## src/rtl/systolic_pkg.sv

```systemverilog
// Shared definitions for the systolic array result drain path.
package systolic_pkg;

    localparam int CNT_WIDTH = 16;

    typedef enum logic [1:0] {
        IDLE    = 2'd0,
        COLLECT = 2'd1,
        DRAIN   = 2'd2
    } drain_state_e;

endpackage

```

## src/rtl/delay_reg.sv

```systemverilog
// Fixed-length register delay line; delay_switch=0 passes din straight through.
module delay_reg #(
    parameter int WIDTH        = 1,
    parameter int DELAY_CYCLES = 1
) (
    input  logic             clk,
    input  logic             rst_n,
    input  logic             delay_switch,
    input  logic [WIDTH-1:0] din,
    output logic [WIDTH-1:0] dout
);

    logic [WIDTH-1:0] stage_reg [DELAY_CYCLES];

    always_ff @(posedge clk or negedge rst_n) begin
        if (!rst_n) begin
            for (int i = 0; i < DELAY_CYCLES; i++) begin
                stage_reg[i] <= '0;
            end
        end else begin
            stage_reg[0] <= din;
            for (int i = 1; i < DELAY_CYCLES; i++) begin
                stage_reg[i] <= stage_reg[i-1];
            end
        end
    end

    assign dout = delay_switch ? stage_reg[DELAY_CYCLES-1] : din;

endmodule

```

## src/rtl/systolic_drain.sv

```systemverilog
// Deskews the systolic array bottom-row sums into whole rows and buffers them
// in a FIFO whose head is a register feeding m_data/m_valid.
module systolic_drain
    import systolic_pkg::*;
#(
    parameter int SYSTOLIC_WIDTH = 4,
    parameter int SUM_WIDTH      = 16,
    parameter int FIFO_DEPTH     = 8
) (
    input  logic                                clk,
    input  logic                                rst_n,
    input  logic                                start,
    input  logic [CNT_WIDTH-1:0]                row_count,
    input  logic [SYSTOLIC_WIDTH*SUM_WIDTH-1:0] sum_in,
    input  logic                                in_valid,
    output logic [SYSTOLIC_WIDTH*SUM_WIDTH-1:0] m_data,
    output logic                                m_valid,
    input  logic                                m_ready,
    output logic                                almost_full,
    output logic                                busy,
    output logic                                done,
    output logic                                overflow,
    input  logic                                err_clr
);

    localparam int W     = SYSTOLIC_WIDTH;
    localparam int ROW_W = W * SUM_WIDTH;
    localparam int PTR_W = (FIFO_DEPTH > 1) ? $clog2(FIFO_DEPTH) : 1;
    localparam int CNT_W = $clog2(FIFO_DEPTH + 1);
    localparam logic [CNT_W-1:0] FULL_LEVEL = CNT_W'(FIFO_DEPTH);
    localparam logic [CNT_W-1:0] AF_LEVEL   = CNT_W'((FIFO_DEPTH > W) ? (FIFO_DEPTH - W) : 0);

    drain_state_e state_reg, state_next;
    logic         done_reg, done_next;
    logic         load_job;

    logic [CNT_WIDTH-1:0] row_cnt_reg;
    logic [CNT_WIDTH-1:0] issued_cnt_reg;
    logic [CNT_WIDTH-1:0] captured_cnt_reg;

    logic             accept;
    logic             deskew_valid;
    logic [ROW_W-1:0] deskew_row;

    logic [ROW_W-1:0] mem [FIFO_DEPTH];
    logic [PTR_W-1:0] wr_ptr_reg, rd_ptr_reg;
    logic [CNT_W-1:0] count_reg, count_next;
    logic             m_valid_reg;
    logic [ROW_W-1:0] m_data_reg;
    logic             overflow_reg;

    logic pop, push_ok, drop, mem_empty, head_free, bypass, mem_wr, head_from_mem;

    assign accept = (state_reg == COLLECT) && in_valid && (issued_cnt_reg < row_cnt_reg);

    // Column k arrives k cycles after its row's valid; delaying it W-1-k cycles
    // lines every column up with the valid delayed by W-1.
    genvar gi;
    generate
        for (gi = 0; gi < W; gi++) begin : g_col
            if (gi < W - 1) begin : g_dly
                delay_reg #(
                    .WIDTH        (SUM_WIDTH),
                    .DELAY_CYCLES (W - 1 - gi)
                ) u_col_dly (
                    .clk          (clk),
                    .rst_n        (rst_n),
                    .delay_switch (1'b1),
                    .din          (sum_in[gi*SUM_WIDTH +: SUM_WIDTH]),
                    .dout         (deskew_row[gi*SUM_WIDTH +: SUM_WIDTH])
                );
            end else begin : g_bypass
                assign deskew_row[gi*SUM_WIDTH +: SUM_WIDTH] = sum_in[gi*SUM_WIDTH +: SUM_WIDTH];
            end
        end

        if (W > 1) begin : g_vld_dly
            delay_reg #(
                .WIDTH        (1),
                .DELAY_CYCLES (W - 1)
            ) u_vld_dly (
                .clk          (clk),
                .rst_n        (rst_n),
                .delay_switch (1'b1),
                .din          (accept),
                .dout         (deskew_valid)
            );
        end else begin : g_vld_bypass
            assign deskew_valid = accept;
        end
    endgenerate

    // count_reg covers the head register plus the rows still in mem.
    assign pop           = m_valid_reg && m_ready;
    assign push_ok       = deskew_valid && ((count_reg != FULL_LEVEL) || pop);
    assign drop          = deskew_valid && !push_ok;
    assign mem_empty     = (count_reg == CNT_W'(m_valid_reg));
    assign head_free     = !m_valid_reg || pop;
    assign head_from_mem = head_free && !mem_empty;
    assign bypass        = head_free && mem_empty && push_ok;
    assign mem_wr        = push_ok && !bypass;
    assign count_next    = count_reg + CNT_W'(push_ok) - CNT_W'(pop);

    always_ff @(posedge clk) begin
        if (mem_wr) begin
            mem[wr_ptr_reg] <= deskew_row;
        end
    end

    always_ff @(posedge clk or negedge rst_n) begin
        if (!rst_n) begin
            wr_ptr_reg  <= '0;
            rd_ptr_reg  <= '0;
            count_reg   <= '0;
            m_valid_reg <= 1'b0;
            m_data_reg  <= '0;
        end else begin
            count_reg <= count_next;
            if (mem_wr) begin
                wr_ptr_reg <= wr_ptr_reg + 1'b1;
            end
            if (head_from_mem) begin
                m_data_reg  <= mem[rd_ptr_reg];
                rd_ptr_reg  <= rd_ptr_reg + 1'b1;
                m_valid_reg <= 1'b1;
            end else if (bypass) begin
                m_data_reg  <= deskew_row;
                m_valid_reg <= 1'b1;
            end else if (pop) begin
                m_valid_reg <= 1'b0;
            end
        end
    end

    // A drop wins over err_clr so a fresh loss is never hidden.
    always_ff @(posedge clk or negedge rst_n) begin
        if (!rst_n) begin
            overflow_reg <= 1'b0;
        end else if (drop) begin
            overflow_reg <= 1'b1;
        end else if (err_clr) begin
            overflow_reg <= 1'b0;
        end
    end

    always_ff @(posedge clk or negedge rst_n) begin
        if (!rst_n) begin
            row_cnt_reg      <= '0;
            issued_cnt_reg   <= '0;
            captured_cnt_reg <= '0;
        end else if (load_job) begin
            row_cnt_reg      <= row_count;
            issued_cnt_reg   <= '0;
            captured_cnt_reg <= '0;
        end else begin
            if (accept) begin
                issued_cnt_reg <= issued_cnt_reg + 1'b1;
            end
            if (deskew_valid) begin
                captured_cnt_reg <= captured_cnt_reg + 1'b1;
            end
        end
    end

    always_ff @(posedge clk or negedge rst_n) begin
        if (!rst_n) begin
            state_reg <= IDLE;
            done_reg  <= 1'b0;
        end else begin
            state_reg <= state_next;
            done_reg  <= done_next;
        end
    end

    // Transitions look at count_next so done lands the cycle after the final pop.
    always_comb begin
        state_next = state_reg;
        done_next  = 1'b0;
        load_job   = 1'b0;
        case (state_reg)
            IDLE: begin
                if (start) begin
                    if (row_count != '0) begin
                        state_next = COLLECT;
                        load_job   = 1'b1;
                    end else begin
                        done_next = 1'b1;
                    end
                end
            end
            COLLECT: begin
                if (deskew_valid && ((captured_cnt_reg + 1'b1) == row_cnt_reg)) begin
                    if (count_next == '0) begin
                        state_next = IDLE;
                        done_next  = 1'b1;
                    end else begin
                        state_next = DRAIN;
                    end
                end
            end
            DRAIN: begin
                if (count_next == '0) begin
                    state_next = IDLE;
                    done_next  = 1'b1;
                end
            end
            default: state_next = IDLE;
        endcase
    end

    assign m_data      = m_data_reg;
    assign m_valid     = m_valid_reg;
    assign almost_full = (count_reg >= AF_LEVEL);
    assign busy        = (state_reg != IDLE);
    assign done        = done_reg;
    assign overflow    = overflow_reg;

endmodule

```

## config.mk

```make
export PLATFORM = sky130hd
export DESIGN_NAME = systolic_drain
export DESIGN_NICKNAME = d
export VERILOG_FILES = /design/src/rtl/systolic_pkg.sv /design/src/rtl/delay_reg.sv /design/src/rtl/systolic_drain.sv
export SDC_FILE = /design/constraint.sdc
export NUM_CORES = 1
export LEC_CHECK = 0
export CAP_MARGIN = 25
export CORE_MARGIN = 5
export CORE_UTILIZATION = 45
export DETAILED_ROUTE_END_ITERATION = 10
export PLACE_DENSITY_LB_ADDON = 0.3
export SYNTH_ARGS = -nofsm -noshare
export SYNTH_HDL_FRONTEND = slang
export SYNTH_SLANG_ARGS = --single-unit
export TNS_END_PERCENT = 30
```

## constraint.sdc

```tcl
create_clock -name clk -period 8.8 [get_ports clk]
set_clock_uncertainty 0.05 [all_clocks]
set_input_delay 0.88 -clock clk [delete_from_list [all_inputs] [get_ports clk]]
set_output_delay 0.88 -clock clk [all_outputs]
set_load 0.02 [all_outputs]
```

Word-level counts from Yosys, hierarchy flattened
Memories as Yosys holds them, arrays and structs flattened.
Cells that the tools add are included.

word-level totals
  register bits after elaboration = 226
  RAM bits = 512
  input bits = 86
  output and inout port bits = 69
  logic and storage cells = 91
  memories kept = 1

memory list
  memory  depth  width  read ports  clocked after Yosys merged registers in  write ports  line                  source
  mem     8      64     1           0                                        1            systolic_drain.sv:45  logic [ROW_W-1:0] mem [FIFO_DEPTH];

cells by class
  add/sub/neg operators = 6
  magnitude comparators = 2
  eq/ne operators = 9
  muxes and demuxes = 27
  reductions and logical operators = 26

operators by type and width
  kind                   count
  $mux 64                2
  $mux 16                4
  $add 16x1->16 const B  2
  $eq 16x16->1           1
  $lt 16x16->1           1
  $reduce_bool 16->1     1
  $mux 1                 14
  $logic_and 1x1->1      10
  $mux 2                 5
  $reduce_bool 2->1      5
  $add 3x1->3 const B    2
  $ne 2x2->1 const B     3
  $pmux 2 s3             1
  $add 4x1->4            1
  $eq 4x1->1             1
  $ge 4x3->1 const B     1
  $logic_not 1->1        4
  $logic_not 4->1        1
  $ne 4x4->1 const B     1
  $reduce_and 4->1       1
  $sub 4x1->4            1
  $pmux 1 s3             1
  $reduce_bool 3->1      1
  $eq 2x1->1 const B     1
  other kinds (4)        5

Logic depth before layout (Yosys ltp)
  word-level depth = 9
  gate-level depth with buffers = 12
  gate-level depth less buffers = 12

Cells and area by module
Synthesis repeated with hierarchy kept, for this count alone.

second synthesis, totals
  cells, all modules = 1698
  area, all modules = 29179.2 µm²

by module, submodules not included
  module                                 times used  cells an instance  area each (µm²)  sequential area each (µm²)
  systolic_drain                         1           1544               25939.9          18552.8
  delay_reg at g_col[0].g_dly.u_col_dly  1           66                 1450.1           1201.2
  delay_reg at g_col[1].g_dly.u_col_dly  1           50                 1049.8           800.8
  delay_reg at g_col[2].g_dly.u_col_dly  1           34                 649.4            400.4
  delay_reg at g_vld_dly.u_vld_dly       1           4                  90.1             75.1

Worst setup path after synthesis
No wires, ideal clock.

  kind = input to register
  start = input m_ready
  end = memory mem[2][0] (netlist name) (enable)
  setup time = 0.578 ns
  arrival = 6.339 ns
  required time = 8.172 ns
  slack = 1.833 ns
  cell stages on the path = 6
  path buffers = 0
  cells stage by stage = nand2_1 -> nand3_1 -> nand2_1 -> a21oi_1 -> nand2b_1 -> nor3b_1

between the ends
  cells in the longest elaborated chain, start to end = 8
  elaborated cells between the ends (all ways) = 10
  classes of those cells = 2 x mux; 8 x reduce/logical

ends and longest elaborated chain
  element                                      line                                         source
  start, declared                              systolic_drain.sv:18                         input logic m_ready,
  $logic_and 1x1->1 *                          systolic_drain.sv:94                         assign pop = m_valid_reg && m_ready;
  $logic_or 1x1->1, on equally long branches   systolic_drain.sv:98, systolic_drain.sv:95
  $logic_and 1x1->1, on equally long branches  systolic_drain.sv:100, systolic_drain.sv:95
  $logic_and 1x1->1                            systolic_drain.sv:100                        assign bypass = head_free && mem_empty && push_ok;
  $logic_not 1->1                              systolic_drain.sv:101                        assign mem_wr = push_ok && !bypass;
  $logic_and 1x1->1 *                          systolic_drain.sv:101
  $mux 1 *                                     systolic_drain.sv:105                        if (mem_wr) begin
  $mux 1 (implied by the code) *               systolic_drain.sv:106                        mem[wr_ptr_reg] <= deskew_row;
  end, declared                                systolic_drain.sv:45

Mark *: on every way between the ends. The rest lies on a longest branch, timed or not.

Worst setup path in the final report
  start = register count_reg[2]
  end = memory mem[4][38] (netlist name) (enable)

between the ends
  cells in the longest elaborated chain, start to end = 8
  elaborated cells between the ends (all ways) = 10
  classes of those cells = 2 x eq/ne; 2 x mux; 6 x reduce/logical

ends and longest elaborated chain
  element                         line                   source
  start, declared                 systolic_drain.sv:47   logic [CNT_W-1:0] count_reg, count_next;
  start signal, assigned          systolic_drain.sv:118  count_reg <= count_next;
  $ne 4x4->1                      systolic_drain.sv:95   assign push_ok = deskew_valid && ((count_reg != FULL_LEVEL) || pop);
  $logic_or 1x1->1                systolic_drain.sv:95
  $logic_and 1x1->1               systolic_drain.sv:95
  $logic_and 1x1->1               systolic_drain.sv:100
  $logic_not 1->1                 systolic_drain.sv:101
  $logic_and 1x1->1 *             systolic_drain.sv:101
  $mux 1 *                        systolic_drain.sv:105
  $mux 1 (implied by the code) *  systolic_drain.sv:106

Marked as above.

==> summary.md <==
| Metric | Value |
|---|---|
| DIE AREA | 68200 um2 |
| Highest clock rate | 280 MHz |
| Final global-route overflow total | 0 |
| Global-route wire length before repair | 89600 um |
| Drt first pass iters | 7 |
| Synth Instances | 1628 |
| Post-synthesis mux area share | 0.128 |
| Share of cells above drive strength 1 | 0.151 |
| Initial antenna violation count | 2 |
| Unrepaired setup endpoints after global routing | false |
| Prevailing post-synth register cell | edfxtp_1 |
| Worst path required time | 8.96 ns |
| Slew Viols, Final | 0 |
| Die Width | 261 um |
| Antenna-violating nets left | 0 |
| Clock latency on the worst-skew pair | 0.60 ns |
| Routability cong. | 0.820 |
| Mapped Area | 28400 um2 |
| CTS max path bufs | 3 |
| Cells after DPL | 2562 |
| DRC viols | 0 |
| Clock Tree Root | clkbuf_16 |
| # clock sinks | 738 |
| Main combinational cell family by area after synthesis | multiplexers |
| Via/cell ratio | 5.35 |
| Area contributors post-synth | edfxtp_1, dfrtp_1, mux4_2 |
| Kind of start point of the critical path | flip-flop |
| Most common cell in the netlist | edfxtp_1 |
| Crit end category | flip-flop |
| Slew HR | 0.301 |
| Period utilisation layout | 0.405 |
| Endpoints failing setup | 0 |
| Cts repair resizes | 0 |
| Detail Placement HPWL | 32100 um |
| Nets@finish | 1909 |
| WL/cell | 21.0 um |
| Cell taking the most area after synthesis | edfxtp_1 |
| FF/Latch Area | 21000 um2 |
| Via Count | 14465 |
| Post-Synthesis Net Count | 1740 |
| IO Port Bufs | 154 |
| Status | completed |
| Hold Vio Cnt, Final | 0 |
| Hold Path Class | input port to async pin |
| Syn. warnings | 0 |
| CP Class | flip-flop to flip-flop |
| Worst R2R Start | count_reg[2] |
| Iteration-0 DRC Markers | 880 |
| Area growth, synth to finish | 17.7% |
| Post-route insts no fill | 2703 |
| Register area share after synthesis | 0.741 |
| Placeable Area | 62700 um2 |
| Setup_tns | 0 ns |
| Final wirelength | 56700 um |
| Pin count of the biggest net entering global routing | 127 |
| Xor/xnor share of the synthesized area | 0.0117 |
| Netlist cell types | 56 |
| CP arrival | 3.73 ns |
| Std cell rows | 92 |
| Synth Area in Compound Gates | 0.0424 |
| FILL cells | 4924 |
| Vias in the first global route | 15508 |
| Simple-Gate Fraction of Synth Area | 0.0491 |
| Htree depth | 3 |
| Synth async-reset ratio | 0.306 |
| CTS tree | built |
| Tmin final | 3.57 ns |
| Post-synth EDFFs | 512 |
| Peak supply drop | 0.195 mV |
| Top cells by count, synth | edfxtp_1, dfrtp_1, mux4_2 |
| Total GRT Usage | 0.169 |
| Max FFs per register | 512 |
| Post-synth top area share | 0.542 |
| IO Pins | 155 |
| Setup bufs post-CTS | 0 |
| Num CTS Buffers | 77 |
| Least-Margin Pin Slew | 1.05 ns |
| Post-cts hold buffer count | 0 |
| Worst-path maximum fanout | 64 |
| Starting density of the core | 0.452 |
| Clock transition at path regs | 0.05 ns |
| Multi-input logic area | 6940 um2 |
| Avg Inst Size Synth | 17.4 um2 |
| Seq cells post-synth | 738 |
| Leak | 11.8 nW |
| Die H | 261 um |
| MaxCap Viol Count | 0 |
| Power Density | 323 nW/um2 |
| CP startpoint | count_reg[2] |
| # diodes | 0 |
| Adder-Cell Fraction of Synth Area | 0.0117 |
worst paths after layout:
check	to	slack, ns	cells after the start
setup / recovery	mem[4][38]	5.23	7
hold / removal	g_col[2].g_dly.u_col_dly.stage_reg[5]	0.26	1
max in group asynchronous	m_data[52]	7.16	2
hold reg to reg	g_col[0].g_dly.u_col_dly.stage_reg[6]	0.30	0
setup reg to reg	mem[4][38]	5.23	7
min in group clk	g_col[0].g_dly.u_col_dly.stage_reg[6]	0.30	0
cells by family (layout without fill, tap and decap cells):
group | count (synthesis) | count (layout)
AOI/OAI and AO/OA | 217 | 217
xor gates and xnor gates | 38 | 38
adders and majority gates | 26 | 26
buffers and inverters | 112 | 341
DFF | 738 | 738
muxes | 201 | 201
and+or+nand+nor | 296 | 296
where the power goes:
| part | total [mW] | internal [mW] | switching (mW) | leakage, nW |
|---|---|---|---|---|
| logic | 2.84 | 1.35 | 1.48 | 3.20 |
| clock network | 3.17 | 1.88 | 1.29 | 1.20 |
| registers | 4.79 | 4.34 | 0.444 | 7.41 |
| total | 10.8 | 7.57 | 3.22 | 11.8 |
per-layer routing:
layer | track usage | vias to the layer above | wire [um]
met5 | 0 | - | 0
met1 | 0.232 | 7473 | 24700
met3 | 0.0337 | 80 | 2850
met2 | 0.278 | 295 | 28000
li1 | - | 6617 | -
met4 | 0.0480 | 0 | 1130
cell type report:
| class | count | area share |
|---|---|---|
| flip-flops and latches | 738 | 0.630 |
| multi-input cells | 778 | 0.208 |
| clock buffers | 104 | 0.0638 |
| repair buffers | 176 | 0.0528 |
| well taps | 846 | 0.0317 |
| clock inverters | 35 | 0.0107 |
| inverters | 26 | 0.00292 |
stage by stage:
step | total power [mW] | utilization | instance area (um2) | hold slack (ns) | setup WS (ns)
floorplan | 6.78 | - | 28400 | 0.281 | 1.83
global placement | 7.67 | 0.492 | 30900 | 0.285 | 4.81
detailed placement | 7.75 | 0.492 | 30900 | 0.285 | 4.77
CTS | 10.9 | 0.532 | 33300 | 0.280 | 5.20
global route | 11.4 | 0.532 | 33400 | 0.301 | 5.04
finish | 10.8 | 0.532 | 33400 | 0.256 | 5.23
critical path, stage by stage, from the launching register on:
cell      delay (ns)
dfrtp_1         0.32
inv_1           0.08
ha_1            0.20
and3_2          0.54
a21oi_1         0.58
nand2b_1        0.30
nor3b_2         0.23
buf_4           0.83
cell usage in the layout (no fill, tap or decap), types with 4 or more instances in the layout:
cell / count
nor2b_1: 4
xnor2_1: 22
clkdlybuf4s50_1: 153
and3_1: 7
mux4_2: 128
o21ai_1: 68
nor3_1: 9
bufinv_16: 6
inv_1: 25
nand4_1: 10
o31ai_1: 14
mux2i_1: 70
o21ai_0: 23
nor2_1: 85
ha_1: 25
nor4_1: 7
edfxtp_1: 512
nand2_1: 110
clkbuf_16: 79
nand3_1: 18
clkbuf_8: 6
clkbuf_1: 19
o22ai_1: 4
a21oi_1: 89
or4_1: 11
xor2_1: 16
nor3b_2: 4
dfrtp_1: 223
or3_1: 7
buf_4: 18
nand2b_1: 4
clkinvlp_4: 4
clkinv_1: 13
clkinv_2: 8
No activity file was read; power rests on OpenSTA's default activity.
